===== src/rtl/instr_encoder_if.sv =====
// Field-level instruction load bus between an instruction source and the encoder.
// Carries the valid/ready field handshake plus the encoder's memory-write and status outputs.
// master drives instruction fields and session control; slave (the encoder) drives the rest.
interface instr_encoder_if #(
    parameter int ADDR_W = 10
);
    logic              start;
    logic [ADDR_W-1:0] base_addr;
    logic              in_valid;
    logic              in_ready;
    logic              in_last;
    logic [2:0]        fmt;
    logic [6:0]        opcode;
    logic [2:0]        func3;
    logic              func1;
    logic [4:0]        rd;
    logic [4:0]        rs1;
    logic [4:0]        rs2;
    logic [31:0]       imm;
    logic              mem_we;
    logic [ADDR_W-1:0] mem_addr;
    logic [31:0]       mem_wdata;
    logic [ADDR_W:0]   count;
    logic              busy;
    logic              done;
    logic              full;
    logic              err;
    logic [1:0]        err_code;

    modport master (
        output start, base_addr, in_valid, in_last, fmt, opcode, func3, func1,
               rd, rs1, rs2, imm,
        input  in_ready, mem_we, mem_addr, mem_wdata, count, busy, done, full,
               err, err_code
    );

    modport slave (
        input  start, base_addr, in_valid, in_last, fmt, opcode, func3, func1,
               rd, rs1, rs2, imm,
        output in_ready, mem_we, mem_addr, mem_wdata, count, busy, done, full,
               err, err_code
    );
endinterface


===== src/rtl/instr_encoder.sv =====
// Packs RISC-V style instruction fields into 32-bit words and writes them to sequential memory words.
// Latency: one cycle from field accept to mem_we/mem_addr/mem_wdata; one write per cycle sustained.
// Backpressure: in_ready is high only while loading and not full; rejected (erroneous) fields write nothing.
module instr_encoder #(
    parameter int ADDR_W = 10
) (
    input  logic              clk,
    input  logic              reset,
    instr_encoder_if.slave    bus
);
    localparam logic [ADDR_W-1:0] LAST_ADDR = {ADDR_W{1'b1}};

    typedef enum logic [1:0] {
        IDLE = 2'd0,
        LOAD = 2'd1,
        FIN  = 2'd2
    } state_t;

    state_t             state;
    state_t             state_nxt;
    logic [ADDR_W-1:0]  wptr;
    logic               accept;
    logic               enc_ok;
    logic [31:0]        enc;
    logic [1:0]         ecode;
    logic signed [31:0] simm;

    assign bus.in_ready = (state == LOAD) && !bus.full;
    assign accept       = bus.in_valid && bus.in_ready;
    assign simm         = bus.imm;
    assign enc_ok       = (ecode == 2'b00);

    // Pack the fields of the presented instruction according to its format
    always_comb begin
        enc = 32'h0;
        case (bus.fmt)
            3'd0: enc = {1'b0, bus.func1, 5'b00000, bus.rs2, bus.rs1, bus.func3, bus.rd, bus.opcode};
            3'd1: enc = {bus.imm[11:0], bus.rs1, bus.func3, bus.rd, bus.opcode};
            3'd2: enc = {bus.imm[11:5], bus.rs2, bus.rs1, bus.func3, bus.imm[4:0], bus.opcode};
            3'd3: enc = {bus.imm[12], bus.imm[10:5], bus.rs2, bus.rs1, bus.func3,
                         bus.imm[4:1], bus.imm[11], bus.opcode};
            3'd4: enc = {bus.imm[31:12], bus.rd, bus.opcode};
            3'd5: enc = {bus.imm[20], bus.imm[10:1], bus.imm[11], bus.imm[19:12], bus.rd, bus.opcode};
            default: enc = 32'h0;
        endcase
    end

    // Classify the presented instruction; bad format beats misalignment beats range
    always_comb begin
        ecode = 2'b00;
        if (bus.fmt > 3'd5) begin
            ecode = 2'b01;
        end else if ((bus.fmt == 3'd3 || bus.fmt == 3'd5) && bus.imm[0]) begin
            ecode = 2'b10;
        end else begin
            case (bus.fmt)
                3'd1, 3'd2: if (simm < -32'sd2048 || simm > 32'sd2047) ecode = 2'b11;
                3'd3:       if (simm < -32'sd4096 || simm > 32'sd4094) ecode = 2'b11;
                3'd5:       if (simm < -32'sd1048576 || simm > 32'sd1048574) ecode = 2'b11;
                default:    ecode = 2'b00;
            endcase
        end
    end

    // Session state register
    always_ff @(posedge clk or posedge reset) begin
        if (reset) state <= IDLE;
        else       state <= state_nxt;
    end

    // Session sequencing: last instruction or a write into the final word ends the session
    always_comb begin
        state_nxt = state;
        case (state)
            IDLE: if (bus.start) state_nxt = LOAD;
            LOAD: if (accept && (bus.in_last || (enc_ok && wptr == LAST_ADDR))) state_nxt = FIN;
            FIN:  state_nxt = IDLE;
            default: state_nxt = IDLE;
        endcase
    end

    // Write pointer, memory write port and registered session status
    always_ff @(posedge clk or posedge reset) begin
        if (reset) begin
            wptr          <= '0;
            bus.mem_we    <= 1'b0;
            bus.mem_addr  <= '0;
            bus.mem_wdata <= 32'h0;
            bus.count     <= '0;
            bus.busy      <= 1'b0;
            bus.done      <= 1'b0;
            bus.full      <= 1'b0;
            bus.err       <= 1'b0;
            bus.err_code  <= 2'b00;
        end else begin
            bus.mem_we <= 1'b0;
            bus.busy   <= (state_nxt != IDLE);
            bus.done   <= (state == LOAD) && (state_nxt == FIN);
            if (state == IDLE && bus.start) begin
                wptr         <= bus.base_addr;
                bus.count    <= '0;
                bus.full     <= 1'b0;
                bus.err      <= 1'b0;
                bus.err_code <= 2'b00;
            end
            if (accept) begin
                if (enc_ok) begin
                    bus.mem_we    <= 1'b1;
                    bus.mem_addr  <= wptr;
                    bus.mem_wdata <= enc;
                    bus.count     <= bus.count + 1'b1;
                    // The pointer parks on the final word instead of wrapping
                    if (wptr == LAST_ADDR) bus.full <= 1'b1;
                    else                   wptr     <= wptr + 1'b1;
                end else begin
                    bus.err <= 1'b1;
                    if (!bus.err) bus.err_code <= ecode;
                end
            end
        end
    end
endmodule


===== src/flat_wrapper.sv =====
// flat-port wrapper written by rule: the top's interface ports become plain ports
module instr_encoder_flat 
#(
    parameter int ADDR_W = 10
)
  (clk, reset, bus_start, bus_base_addr, bus_in_valid, bus_in_last, bus_fmt, bus_opcode, bus_func3, bus_func1, bus_rd, bus_rs1, bus_rs2, bus_imm, bus_in_ready, bus_mem_we, bus_mem_addr, bus_mem_wdata, bus_count, bus_busy, bus_done, bus_full, bus_err, bus_err_code);
  instr_encoder_if #(.ADDR_W(ADDR_W)) bus_i ();
  input  logic clk;
  input  logic reset;
  input wire logic [$bits(bus_i.start)-1:0] bus_start;
  input wire logic [$bits(bus_i.base_addr)-1:0] bus_base_addr;
  input wire logic [$bits(bus_i.in_valid)-1:0] bus_in_valid;
  input wire logic [$bits(bus_i.in_last)-1:0] bus_in_last;
  input wire logic [$bits(bus_i.fmt)-1:0] bus_fmt;
  input wire logic [$bits(bus_i.opcode)-1:0] bus_opcode;
  input wire logic [$bits(bus_i.func3)-1:0] bus_func3;
  input wire logic [$bits(bus_i.func1)-1:0] bus_func1;
  input wire logic [$bits(bus_i.rd)-1:0] bus_rd;
  input wire logic [$bits(bus_i.rs1)-1:0] bus_rs1;
  input wire logic [$bits(bus_i.rs2)-1:0] bus_rs2;
  input wire logic [$bits(bus_i.imm)-1:0] bus_imm;
  output wire logic [$bits(bus_i.in_ready)-1:0] bus_in_ready;
  output wire logic [$bits(bus_i.mem_we)-1:0] bus_mem_we;
  output wire logic [$bits(bus_i.mem_addr)-1:0] bus_mem_addr;
  output wire logic [$bits(bus_i.mem_wdata)-1:0] bus_mem_wdata;
  output wire logic [$bits(bus_i.count)-1:0] bus_count;
  output wire logic [$bits(bus_i.busy)-1:0] bus_busy;
  output wire logic [$bits(bus_i.done)-1:0] bus_done;
  output wire logic [$bits(bus_i.full)-1:0] bus_full;
  output wire logic [$bits(bus_i.err)-1:0] bus_err;
  output wire logic [$bits(bus_i.err_code)-1:0] bus_err_code;
  assign bus_i.start = bus_start;
  assign bus_i.base_addr = bus_base_addr;
  assign bus_i.in_valid = bus_in_valid;
  assign bus_i.in_last = bus_in_last;
  assign bus_i.fmt = bus_fmt;
  assign bus_i.opcode = bus_opcode;
  assign bus_i.func3 = bus_func3;
  assign bus_i.func1 = bus_func1;
  assign bus_i.rd = bus_rd;
  assign bus_i.rs1 = bus_rs1;
  assign bus_i.rs2 = bus_rs2;
  assign bus_i.imm = bus_imm;
  assign bus_in_ready = bus_i.in_ready;
  assign bus_mem_we = bus_i.mem_we;
  assign bus_mem_addr = bus_i.mem_addr;
  assign bus_mem_wdata = bus_i.mem_wdata;
  assign bus_count = bus_i.count;
  assign bus_busy = bus_i.busy;
  assign bus_done = bus_i.done;
  assign bus_full = bus_i.full;
  assign bus_err = bus_i.err;
  assign bus_err_code = bus_i.err_code;
  instr_encoder #(.ADDR_W(ADDR_W)) u_core (.clk(clk), .reset(reset), .bus(bus_i));
endmodule

===== config.mk =====
export PLATFORM = sky130hd
export DESIGN_NAME = instr_encoder_flat
export DESIGN_NICKNAME = d
export VERILOG_FILES = /design/src/rtl/instr_encoder_if.sv /design/src/rtl/instr_encoder.sv /design/src/flat_wrapper.sv
export SDC_FILE = /design/constraint.sdc
export NUM_CORES = 1
export LEC_CHECK = 0
export BUFFER_PORTS_ARGS = -buffer_cell sky130_fd_sc_hd__buf_2
export CORE_ASPECT_RATIO = 1.1
export CORE_MARGIN = 2
export CORE_UTILIZATION = 45
export CTS_CLUSTER_SIZE = 30
export DETAILED_ROUTE_END_ITERATION = 7
export GPL_TIMING_DRIVEN = 0
export PLACE_DENSITY = 0.85
export SETUP_SLACK_MARGIN = 0.1
export SLEW_MARGIN = 10
export SYNTH_ARGS = -nofsm -noshare
export SYNTH_HDL_FRONTEND = slang
export SYNTH_SLANG_ARGS = --single-unit

===== constraint.sdc =====
create_clock -name clk -period 2.4 [get_ports clk]
set_input_delay 0.36 -clock clk [delete_from_list [all_inputs] [get_ports clk]]
set_output_delay 0.36 -clock clk [all_outputs]
set_load 0.03 [all_outputs]

# Word level (Yosys, flattened, before mapping)
# Index checks and enable logic that the tools add are counted.
[totals] mem_bits_ro=0 mem_count=0 latchBits=0 elab_cells=77 inputBits=76 out_inout_bits=61 regBits=72 ramBits=0
[op_classes] bitwise=0 n_reduce_logical=19 n_shift=0 n_lt_le_gt_ge=7 eq_ne=8 n_mul=0 addsub=2 div_mod_pow=0 mux=30
[op_table] op="$pmux W32 S6" count=1
[op_table] op="$mux W10" count=4
[op_table] op="$mux W11" count=3
[op_table] op="$gt A32 B12 Y1 const B" count=1
[op_table] op="$gt A32 B13 Y1 const B" count=1
[op_table] op="$gt A32 B21 Y1 const B" count=1
[op_table] op="$lt A32 B12 Y1 const B" count=1
[op_table] op="$lt A32 B13 Y1 const B" count=1
[op_table] op="$lt A32 B21 Y1 const B" count=1
[op_table] op="$mux W2" count=11
[op_table] op="$add A11 B1 Y11 const B" count=1
[op_table] op="$add A10 B1 Y10 const B" count=1
[op_table] op="$eq A10 B10 Y1 const B" count=1
[op_table] op="$mux W1" count=9
[op_table] op="$logic_and A1 B1 Y1" count=7
[op_table] op="$eq A3 B2 Y1 const B" count=2
[op_table] op="$eq A3 B3 Y1 const B" count=2
[op_table] op="$pmux W2 S3" count=1
[op_table] op="$logic_or A1 B1 Y1" count=5
[op_table] op="$logic_not A2 Y1" count=2
[op_table] op="$pmux W2 S2" count=1
[op_table] op="$eq A3 B1 Y1 const B" count=1
[op_table] op="$gt A3 B3 Y1 const B" count=1
[op_table] op="$logic_not A3 Y1" count=1
[op_table] op="other kinds (6)" count=6

# Logic depth before layout (Yosys ltp)
[depth] word_depth=14 depth_mapped=11 ltp_nobuf=8

# Worst setup path after synthesis
# No wires, ideal clock.
[synth_timing] path_type="reg-to-reg" from="reg u_core.bus.full" to="reg u_core.bus.mem_wdata[0]" n_path_buf=1 path_stages_with_launch=7 setup_ns=0.125 required_time_ns=2.275 slack_ns=-0.651 arrival_ns=2.926 path_cell_list="dfrtp_1 -> nor3b_1 -> nand2_1 -> or3_4 -> nor4_4 -> buf_2 -> mux2_2"
[synth_via] elab_chain_len=4
[synth_rtl] element="from (decl)" line="instr_encoder_if.sv:40" rtl="output in_ready, mem_we, mem_addr, mem_wdata, count, busy, done, full,"
[synth_rtl] element="from (signal assigned)" line="instr_encoder.sv:92" rtl="bus.full <= 1'b0;"
[synth_rtl] element="from (signal assigned)" line="instr_encoder.sv:102" rtl="bus.full <= 1'b0;"
[synth_rtl] element="from (signal assigned)" line="instr_encoder.sv:113" rtl="if (wptr == LAST_ADDR) bus.full <= 1'b1;"
[synth_rtl] element="$logic_not A1 Y1" line="instr_encoder.sv:28" rtl="assign bus.in_ready = (state == LOAD) && !bus.full;"
[synth_rtl] element="$logic_and A1 B1 Y1" line="instr_encoder.sv:28"
[synth_rtl] element="named net bus_in_ready" line="flat_wrapper.sv:22" rtl="output wire logic [$bits(bus_i.in_ready)-1:0] bus_in_ready;"
[synth_rtl] element="$logic_and A1 B1 Y1" line="instr_encoder.sv:29" rtl="assign accept = bus.in_valid && bus.in_ready;"
[synth_rtl] element="$reduce_and A2 Y1 (no line)"
[synth_rtl] element="to (signal assigned)" line="instr_encoder.sv:110" rtl="bus.mem_wdata <= enc;"
[synth_rtl] element="to (decl)" line="instr_encoder_if.sv:40"
# The timed path passes the listed nets, and every way through them passes these cells.
# A chain may end at the register's enable or synchronous reset.

# Final worst setup path
[layout_timing] from="reg u_core.state[1]" to="reg u_core.bus.mem_wdata[2]"
[layout_via] elab_chain_len=4
[layout_rtl] element="from (decl)" line="instr_encoder.sv:19" rtl="state_t state;"
[layout_rtl] element="from (signal assigned)" line="instr_encoder.sv:68" rtl="else state <= state_nxt;"
[layout_rtl] element="$eq A2 B1 Y1" line="instr_encoder.sv:28"
[layout_rtl] element="$logic_and A1 B1 Y1" line="instr_encoder.sv:28"
[layout_rtl] element="$logic_and A1 B1 Y1" line="instr_encoder.sv:29"
[layout_rtl] element="$reduce_and A2 Y1 (no line)"
# No other way between the ends.

==> impl_metrics.tcl <==
set metrics [dict create \
    status "finished clean" \
    cts_buffers 9 \
    start_kind "flop" \
    synthesis.area_mm2 0.00370 \
    synth_cells 380 \
    critical_path_class "flop to flop" \
    power.density_mw_per_mm2 1080 \
    place_area_mm2 0.00463 \
    dr.pass1.iters 5 \
    ys_warn_count 0 \
    pwr-share-comb 0.417 \
    synthTopCellsByArea "dfrtp_1 49%, mux2_2 6.1%, a21oi_1 5.1%" \
    drc 0 \
    hold_class "input port to flop" \
    p_sw_frac 0.411 \
    slew-limit-headroom 0.529 \
    cts.sinks 72 \
    gp_congestion 0.859 \
    grt.overflow.total 0 \
    layout_common_cells "136 x buf_2, 70 x dfrtp_1, 45 x nor2_1" \
    multi_input_area_mm2 0.00186 \
    grt_start_max_net_pins 54 \
    area_growth_pct 35.7 \
    die_w_um 90.4 \
    worstPathMaxFanout 6 \
    fillers 700 \
    start_util 0.465 \
    pwr-share-seq 0.366 \
    crit_required_ps 2640 \
    fp.dieArea_mm2 0.00896 \
    power_mw 5.41 \
    drt_iter0_drc 173 \
    hpwl_mm 8.13 \
    synth.largest_area_cell "dfrtp_1" \
    final-hold-violation-count 0 \
    worst_pin_slew_ps 707 \
    grt_pass1_wl_mm 17.5 \
    ys_async_sr_fraction 1.00 \
    ys_seq_area_frac 0.487 \
    fin_nets 615 \
    leakagePower_nw 2.44 \
    floorplan.die.height_um 99.1 \
    ir_drop_uv 496 \
    rsz0062_at_grt "yes" \
    antenna_found_initial 0 \
    routed_via_density 5.53 \
    synth_cell_types 44 \
    cp-end-kind "flop" \
    seqCellArea_mm2 0.00180 \
    fin_crit_sh 0.969 \
    p_clk_frac 0.217 \
    ant_nets 0 \
    cts.clk_slew.worst_paths_ps 80 \
    clock_skew_ps 9.91 \
    critPathArrivalTime_ps 2570 \
    p_int_mw 3.19 \
    cts_max_path_buffers 2 \
    routed_wirelength_mm 10.9 \
    core_area_mm2 0.00796 \
    slew_violations 0 \
    synth_edf_count 0 \
    setup_viol 0 \
    clk_latency_ps 350 \
    ios 137 \
    p_sw_mw 2.22 \
    htreeDepth 3 \
    maxCapViolCount 0 \
    cts_tree "yes" \
    num_rows 34 \
    wl_per_cell_um 16.8 \
    ys_ff_latch 72 \
    final_common_cell "buf_2" \
    num_antenna_cells 0 \
    port_buffers 134 \
    track_usage 0.246 \
    grt_pass1_vias 3531 \
    synth-main-ff-cell "dfrtp_1" \
    fmax_mhz 430 \
    hold_ws_ps 232 \
    cts_root_buf "clkbuf_8" \
    vias 3592 \
    drive_above_1_share 0.399 \
    yosys.area.top_type_share 0.487 \
    layout_min_cycle_time_ps 2330 \
    synth_fp_nets 458 \
    fin_area_mm2 0.00502 \
    avgSynthCellArea_um2 9.73 \
]
worst paths after layout:
| kind | startpoint | end | slack [ps] | cells after the start |
|---|---|---|---|---|
| worst max-delay path | u_core.state[1]$_DFF_PP0_ | u_core.bus.mem_wdata[2]$_DFFE_PP0P_ | 70 | 8 |
| worst min-delay path | bus_opcode[4] | u_core.bus.mem_wdata[4]$_DFFE_PP0P_ | 230 | 2 |
| worst max register to register | u_core.state[1]$_DFF_PP0_ | u_core.bus.mem_wdata[2]$_DFFE_PP0P_ | 70 | 8 |
| worst min register to register | u_core.bus.count[10]$_DFF_PP0_ | u_core.bus.count[10]$_DFF_PP0_ | 490 | 1 |
| max in group asynchronous | reset | u_core.bus.full$_DFF_PP0_ | 1340 | 4 |
| min in group asynchronous | reset | u_core.bus.mem_wdata[22]$_DFFE_PP0P_ | 500 | 3 |
timing repair:
item	CTS	global route
gates resized for setup	8	12
pin swaps	1	4
setup buffers	2	8
setup endpoints to repair	20	59
hold buffers	1	0
endpoints found under the hold margin	19	0
worst max-delay path, stage by stage, from the launching register on:
cell	delay, ps
dfrtp_2	450
nor3b_4	270
nand2_2	130
or3_4	360
nor4_4	310
buf_4	170
buf_6	120
buf_12	120
mux2_4	290
sequential cells by signal, indices dropped and copies added (netlist names):
register / cells
u_core.wptr: 10
u_core.bus.err_code: 2
u_core.bus.err: 1
u_core.bus.busy: 1
u_core.bus.mem_wdata: 32
u_core.bus.count: 11
u_core.bus.mem_we: 1
u_core.bus.done: 1
u_core.bus.full: 1
u_core.state: 2
u_core.bus.mem_addr: 10
final cells by class:
type	instances	area share
plain buffers	21	0.0309
clock buffers	9	0.0247
clock inverters	7	0.0239
inverters	5	0.00424
multi-input cells	282	0.371
flip-flops and latches	72	0.360
well taps	108	0.0269
repair buffers	146	0.159
logic make-up (layout without fill, tap and decap cells):
family	after synthesis	in the layout	synth area share
AO/OA/AOI/OAI	81	81	0.139
XOR/XNOR	1	1	0.00237
AND/OR/NAND/NOR	159	159	0.214
buffers and inverters	26	188	0.0382
adder cells (fa/ha/maj)	2	2	0.00676
flip-flops	72	72	0.487
multiplexers	39	39	0.112
cells in the mapped netlist (2+ instances only):
cell type,count
mux2i_1,19
a22oi_1,3
a22o_1,2
nor2b_1,15
a21oi_1,38
nor4_1,8
and3_1,9
a32o_1,2
nor2_1,45
nand4_1,10
buf_6,3
a221oi_1,6
nand3_1,9
inv_1,5
buf_4,3
dfrtp_1,72
a31oi_1,6
nor3_1,6
and2_1,2
mux2_2,20
nand2_1,43
and4_1,4
clkbuf_1,6
or3_1,2
o22ai_1,4
buf_2,8
o21ai_0,11
ha_1,2
o211ai_1,2
metrics by stage:
stage	setup TNS, ps	instances	worst slack, ps	utilization
after global routing	-58.1	650	-22.2	0.631
after detailed placement	-9430	623	-256	0.582
after CTS	0	642	71.8	0.618
final	0	650	74.5	0.631
after floorplan	0	380	36.9	-
after global placement	-55350	622	-887	0.578
power groups by stage:
stage	sequential [mW]	clock, mW	combinational (mW)
CTS	1.98	1.19	2.23
floorplan	2.70	0	0.779
global route	2.05	1.24	2.41
detailed placement	1.99	0	2.19
finish	1.98	1.17	2.26
global placement	1.97	0	2.14
routing by layer:
layer / wire length [µm] / up-vias / GRT usage
met2: 5470 / 162 / 0.422
met3: 748 / 9 / 0.0589
met1: 4610 / 1735 / 0.316
li1: - / 1686 / -
met5: 0 / - / 0
met4: 94 / 0 / 0.0615
No activity file was read; power rests on OpenSTA's default activity.
